[src/rtl/ifq_buffer.sv]
// ifq_buffer: instruction fetch queue between the IFU and decode.
// Holds up to DEPTH {pc, inst, misalign} entries and releases them in order
// to decode over a valid/ready handshake. A flush discards every entry.
// Optional feature macro: IFQ_BYPASS_EN. It adds a zero-latency path from
// in_* to out_* while the queue is empty.
module ifq_buffer #(
  parameter int          DEPTH    = 4,
  parameter logic [31:0] RESET_PC = 32'h0000_3000
) (
  input  logic                     clk,
  input  logic                     reset,
  input  logic                     flush,
  input  logic                     in_valid,
  input  logic [31:0]              in_pc,
  input  logic [31:0]              in_inst,
  output logic                     in_ready,
  output logic                     out_valid,
  output logic [31:0]              out_pc,
  output logic [31:0]              out_inst,
  output logic                     out_misalign,
  input  logic                     out_ready,
  output logic [$clog2(DEPTH):0]   count
);

  localparam int AW = $clog2(DEPTH);
  localparam int CW = AW + 1;
  localparam logic [CW-1:0] FULL = CW'(DEPTH);

  // Storage is never read before it is written, so it has no reset.
  logic [31:0]   r_pc   [DEPTH];
  logic [31:0]   r_inst [DEPTH];
  logic          r_mis  [DEPTH];
  logic [AW-1:0] r_rd_ptr, r_wr_ptr;
  logic [CW-1:0] r_count;

  logic w_head_vld, w_byp, w_push, w_pop, w_in_mis;

  assign w_head_vld = (r_count != '0);
  assign w_in_mis   = (in_pc[1:0] != 2'b00);

`ifdef IFQ_BYPASS_EN
  // Empty queue: the incoming pair is offered to decode in the same cycle.
  assign w_byp = !w_head_vld && in_valid && !flush;
`else
  assign w_byp = 1'b0;
`endif

  // A full queue refuses pushes even when a pop happens in the same cycle,
  // so in_ready has no path from out_ready.
  assign in_ready  = (r_count != FULL) && !flush;
  assign out_valid = (w_head_vld || w_byp) && !flush;

  // A bypassed pair that decode takes right away is never written.
  assign w_push = in_valid && in_ready && !(w_byp && out_ready);
  assign w_pop  = out_valid && out_ready && w_head_vld;

  // Head entry (or the bypassed pair) to decode; empty values otherwise.
  always_comb begin
    out_pc       = RESET_PC;
    out_inst     = 32'h0;
    out_misalign = 1'b0;
    if (out_valid) begin
      if (w_byp) begin
        out_pc       = in_pc;
        out_inst     = in_inst;
        out_misalign = w_in_mis;
      end else begin
        out_pc       = r_pc[r_rd_ptr];
        out_inst     = r_inst[r_rd_ptr];
        out_misalign = r_mis[r_rd_ptr];
      end
    end
  end

  // Entry write at the tail.
  always_ff @(posedge clk) begin
    if (w_push) begin
      r_pc[r_wr_ptr]   <= in_pc;
      r_inst[r_wr_ptr] <= in_inst;
      r_mis[r_wr_ptr]  <= w_in_mis;
    end
  end

  // Pointers and occupancy; flush wins over push and pop.
  always_ff @(posedge clk or negedge reset) begin
    if (!reset) begin
      r_rd_ptr <= '0;
      r_wr_ptr <= '0;
      r_count  <= '0;
    end else if (flush) begin
      r_rd_ptr <= '0;
      r_wr_ptr <= '0;
      r_count  <= '0;
    end else begin
      if (w_push) r_wr_ptr <= r_wr_ptr + AW'(1);
      if (w_pop)  r_rd_ptr <= r_rd_ptr + AW'(1);
      case ({w_push, w_pop})
        2'b10:   r_count <= r_count + CW'(1);
        2'b01:   r_count <= r_count - CW'(1);
        default: r_count <= r_count;
      endcase
    end
  end

  assign count = r_count;

endmodule

[config.mk]
export PLATFORM = sky130hd
export DESIGN_NAME = ifq_buffer
export DESIGN_NICKNAME = d
export VERILOG_FILES = /design/src/rtl/ifq_buffer.sv
export SDC_FILE = /design/constraint.sdc
export NUM_CORES = 1
export LEC_CHECK = 0
export ABC_AREA = 1
export ABC_CLOCK_PERIOD_IN_PS = 5200
export BUFFER_PORTS_ARGS = -buffer_cell sky130_fd_sc_hd__buf_2
export CORE_ASPECT_RATIO = 0.9
export CORE_MARGIN = 3
export CORE_UTILIZATION = 45
export CTS_CLUSTER_DIAMETER = 100
export DETAILED_ROUTE_END_ITERATION = 10
export PLACE_DENSITY = 0.69
export SETUP_SLACK_MARGIN = 0.1
export SYNTH_ARGS = -nofsm -noshare
export SYNTH_HDL_FRONTEND = slang
export SYNTH_SLANG_ARGS = --single-unit
[constraint.sdc]
create_clock -name clk -period 5.2 [get_ports clk]
set_input_delay 0.26 -clock clk [delete_from_list [all_inputs] [get_ports clk]]
set_output_delay 0.26 -clock clk [all_outputs]
set_load 0.005 [all_outputs]
Yosys cells after proc, flatten, opt, wreduce, memory -nomap -nowiden --
Memories as Yosys holds them, arrays and structs flattened. Cells that the tools add are included.
Operators by class: add/sub/neg operators 4, mux-type cells 11, equality and inequality tests 3, reductions and logical operators 11
Operators with widths (number):
- $mux W32 | 2
- $mux W2 | 4
- $pmux W3 S2 | 1
- $reduce_bool A2 Y1 | 3
- $reduce_bool A3 Y1 | 2
- $logic_and A1 B1 Y1 | 5
- $add A2 B1 Y2 const B | 2
- $add A3 B1 Y3 const B | 1
- $mux W1 | 3
- $mux W3 | 1
- $ne A3 B3 Y1 const B | 1
- $sub A3 B1 Y3 const B | 1
- $eq A2 B1 Y1 const B | 1
- $eq A2 B2 Y1 const B | 1
- $logic_not A1 Y1 | 1
Storage, ports and cells: word-level logic and storage cells 35, memory bits (writable) 260, input port bits 69, memories kept 3, flip-flop bits (word level) 7
Memory list:
- r_inst | depth 4, bits a word 32, rd ports 1, clocked after memory_dff 0, wr ports 1, line 31 | logic [31:0] r_inst [DEPTH];
- r_pc | depth 4, bits a word 32, rd ports 1, clocked after memory_dff 0, wr ports 1, line 30 | logic [31:0] r_pc [DEPTH];
- r_mis | depth 4, bits a word 1, rd ports 1, clocked after memory_dff 0, wr ports 1, line 32 | logic r_mis [DEPTH];

Depth between registers and ports, before layout --
depth after elaboration 7, mapped depth 13

Worst setup path before layout --
No wires, ideal clock.
path type reg2reg, from reg r_count[0] (netlist: count[0]), to mem r_inst[0][0], enable pin, cell stages (with the launch flop) 5, setup slack 1.205 ns, path buffers 0, arrival 3.507 ns, required time 4.711 ns, path through dfrtp_1 nor2_1 nand2_1 nand3_1 nor2_1
Between the ends: word-level cells in the longest chain between the ends 5
RTL lines:
- from (decl) | line 34 | logic [CW-1:0] r_count;
- from (signal assigned) | line 98 | 2'b10: r_count <= r_count + CW'(1);
- from (signal assigned) | line 99 | 2'b01: r_count <= r_count - CW'(1);
- from (signal assigned) | line 100 | default: r_count <= r_count;
- $ne A3 B3 Y1 | line 50 | assign in_ready = (r_count != FULL) && !flush;
- $logic_and A1 B1 Y1 | line 50
- $logic_and A1 B1 Y1 | line 54 | assign w_push = in_valid && in_ready && !(w_byp && out_ready);
- $mux W1 | line 77 | if (w_push) begin
- $mux W1 (not written as such) | line 79 | r_inst[r_wr_ptr] <= in_inst;
- to (decl) | line 31
No other way between the ends.

Worst setup path in the final report --
from reg r_rd_ptr[0], to out out_pc[1]
Between the ends: word-level cells in the longest chain between the ends 2
RTL lines:
- from (decl) | line 33 | logic [AW-1:0] r_rd_ptr, r_wr_ptr;
- from (signal assigned) | line 96 | if (w_pop) r_rd_ptr <= r_rd_ptr + AW'(1);
- $mem_v2 Z4 W32
- $mux W32 | line 62 | if (out_valid) begin
- to (decl) | line 18 | output logic [31:0] out_pc,
No other way between the ends.

==> impl_results.md <==
- Outcome: finished clean
- Post-route ant nets: 0
- CTS Buf Count: 27
- CP startpoint kind: register
- Sum Neg Setup Slack: 0 ns
- Initial core utilization: 0.464
- Detail Placement HPWL: 12,900 µm
- Die W: 167 µm
- Avg Synthesized Cell Area: 12.7 µm²
- Max Slew Vio Count: 0
- Clock sinks: 267
- Worst-margin pin slew: 1.02 ns
- Relative slew margins: 0.318
- Synthesized cell area: around 11,000 µm²
- Psw: between 1500 and 2000 µW
- Hold_ws: 0.0480 ns
- Clock power frac: 0.316
- Die height: 151 µm
- RSZ-0062 raised after global routing: no
- Largest net degree at the start of global routing: 92
- Final Critical Period: 3.36 ns
- Commonest non-fill, non-tap cell in the layout: nor2_1
- CP peak stage delay: 0.73 ns
- Most frequent cells in the layout: 262 x nor2_1, 260 x edfxtp_1, 138 x buf_2
- Yosys top cell area share: 0.742
- Area grow syn2layout: 22.6%
- Yosys reg bits: between 200 and 300
- Critical path, cell by cell: inv_4, buf_4, o21ai_0, a21oi_1, buf_2
- Req. time, crit path: 4.94 ns
- Period utilization: 0.646
- Max clock buf depth: 3
- Skew-Pair Late Insertion Delay: 0.52 ns
- Final setup violation count: 0
- Clock Pin Slew Worst Setup and Hold Paths: 0.06 ns
- Drt pass-1 iters: 5
- Post-Syn Instances: 832
- Final total power: 5770 µW
- Flop pwr share: 0.456
- Cell taking the most area after synthesis: edfxtp_1
- GRT Resource Usage Total: 0.183
- Drt total wl: 23,600 µm
- I/O Pins: between 100 and 150
- WL/cell: 17.6 µm
- CP Max Fanout: 91
- Layout cells sized above 1: 0.190
- Max rail drop VDD: 0.000290 V
- CP Capture Type: output pin
- GP Congestion: 0.741
- Die ar.: 25,300 µm²
- Synth area leaders: edfxtp_1 74%, nor2_1 9.5%, o21ai_1 3.9%
- Synth Warn #: 0
- H-tree depth: 1
- Combinational cell fraction of total power: 0.229
- Pleak: 0.00476 µW
- # DRC: 0
- Final instance area: ~13,000 µm²
- # Max-Cap Violations: 0
- Tightest Hold Check Type: input pin to register
- DR vias/cell: 5.11
- Initial antenna violation count: 0
- Port buffer count: approximately 140
- Fin. Hold Viols: 0
- Pwr dens: 447 nW/µm²
- Post-CTS Setup Inserts: 0
- Register area share after synthesis: 0.758
- GR Overflow Total: 0
- Placed cell areas: 11,400 µm²
- Fin nets: about 1,100
- Syn_nets: 906
- Crit path kind: register to output pin
- Drt initial violations: 484
- # diodes: 0
- CTS root buf: clkbuf_16
- Maximum achievable frequency: slightly below 0.3 GHz
- Layout Cells excl Fill: between 1,000 and 1,500
- CTS tree: built
- Unique masters post-synth: 23
- Total number of placement rows: 52
- Data arrival, critical path: slightly above 3 ns
- Clock skew: 0.0120 ns
- Via count: 6,847
- Core ar.: between 20,000 and 25,000 µm²
- CP max-delay cell: inv_4
- Number of global-route vias before repair: 6,684
- First-pass GRT wire length: 36,700 µm
- Placed cells: 1,227
- Internal power: between 4000 and 5000 µW
- Sw frac: 0.299
==> stage by stage <==
step	setup slack, ns	util
after CTS	1.79	0.568
after global placement	2.39	0.503
after floorplan	1.20	-
after detailed placement	2.35	0.503
after global routing	1.61	0.568
final	1.84	0.568
==> critical path: cells and delay by family (launching register included) <==
| kind | cells | cell delay [ns] |
|---|---|---|
| AO/OA/AOI/OAI | 2 | 0.41 |
| flip-flops | 1 | 0.69 |
| buffers and inverters | 3 | 1.42 |
==> synthesized netlist by cell type <==
| master | count |
|---|---|
| clkbuf_2 | 6 |
| or2_2 | 1 |
| buf_4 | 7 |
| xnor2_1 | 1 |
| inv_1 | 13 |
| fa_1 | 1 |
| nand3_1 | 4 |
| ha_1 | 4 |
| nand2_1 | 19 |
| edfxtp_1 | 260 |
| buf_6 | 5 |
| dfrtp_1 | 7 |
| nand4_1 | 3 |
| buf_1 | 8 |
| o21ai_0 | 50 |
| nor2_1 | 266 |
| o21ai_1 | 81 |
| a21oi_1 | 64 |
| o311ai_1 | 2 |
| nand2_2 | 2 |
| clkbuf_1 | 6 |
| inv_2 | 5 |
| buf_2 | 17 |
==> flip-flops by register name, indices dropped and copies added, names as in the netlist <==
| register | count |
|---|---|
| r_wr_ptr | 2 |
| count | 3 |
| r_rd_ptr | 2 |
| r_pc | 128 |
| r_mis | 4 |
| r_inst | 128 |
==> layout make-up <==
type                            instances  area, µm²
Fill cell                            1833       9800
Sequential cell                       267       7990
Multi-Input combinational cell        498       2230
Timing Repair Buffer                  212       1410
Clock buffer                           35        726
Tap cell                              297        372
Clock inverter                         13        109
Inverter                               18       70.1
==> metal layers <==
layer,share of wire,GRT usage
met5,0,0
met2,0.50,0.321
met4,0.018,0.0413
met3,0.051,0.0279
met1,0.44,0.245
==> path summary, 6_finish.rpt <==
| path | from | endpoint | slack [ns] | cells past startpoint |
|---|---|---|---|---|
| max in group asynchronous | reset | r_rd_ptr[0]$_DFFE_PN0P_ | 4.87 | 2 |
| setup / recovery | r_rd_ptr[0]$_DFFE_PN0P_ | out_pc[1] | 1.84 | 5 |
| hold / removal | flush | r_rd_ptr[0]$_DFFE_PN0P_ | 0.05 | 4 |
| hold reg to reg | count[1]$_DFFE_PN0P_ | count[1]$_DFFE_PN0P_ | 0.62 | 2 |
| min in group asynchronous | reset | count[2]$_DFFE_PN0P_ | 0.13 | 2 |
| setup reg to reg | count[0]$_DFFE_PN0P_ | r_pc[2][4]$_DFFE_PP_ | 2.43 | 5 |
==> timing repair <==
action / CTS / global route
hold endpoints to repair: 263 / 0
gates resized for setup: 0 / 0
hold buffers: 65 / 0
==> kinds of logic (layout without fill, tap and decap cells) <==
family                   Yosys count  count (layout)  share of synthesized area
buffers and inverters             67             278                     0.0327
adder cells (fa/ha/maj)            5               5                    0.00666
AND/OR/NAND/NOR                  295             295                      0.107
AO/OA/AOI/OAI                    197             197                     0.0944
XOR/XNOR                           1               1                   0.000832
flip-flops                       267             267                      0.758
==> power groups by stage <==
| stage | sequential, µW | combinational, µW | clock, µW |
|---|---|---|---|
| 2_1_floorplan | 2620 | 888 | 0 |
| 3_3_place_gp | 2670 | 1270 | 0 |
| 3_5_place_dp | 2670 | 1290 | 0 |
| 4_1_cts | 2630 | 1340 | 1850 |
| 5_1_grt | 2640 | 1500 | 1950 |
| 6_report | 2630 | 1320 | 1820 |
No activity file was read; power rests on OpenSTA's default activity.
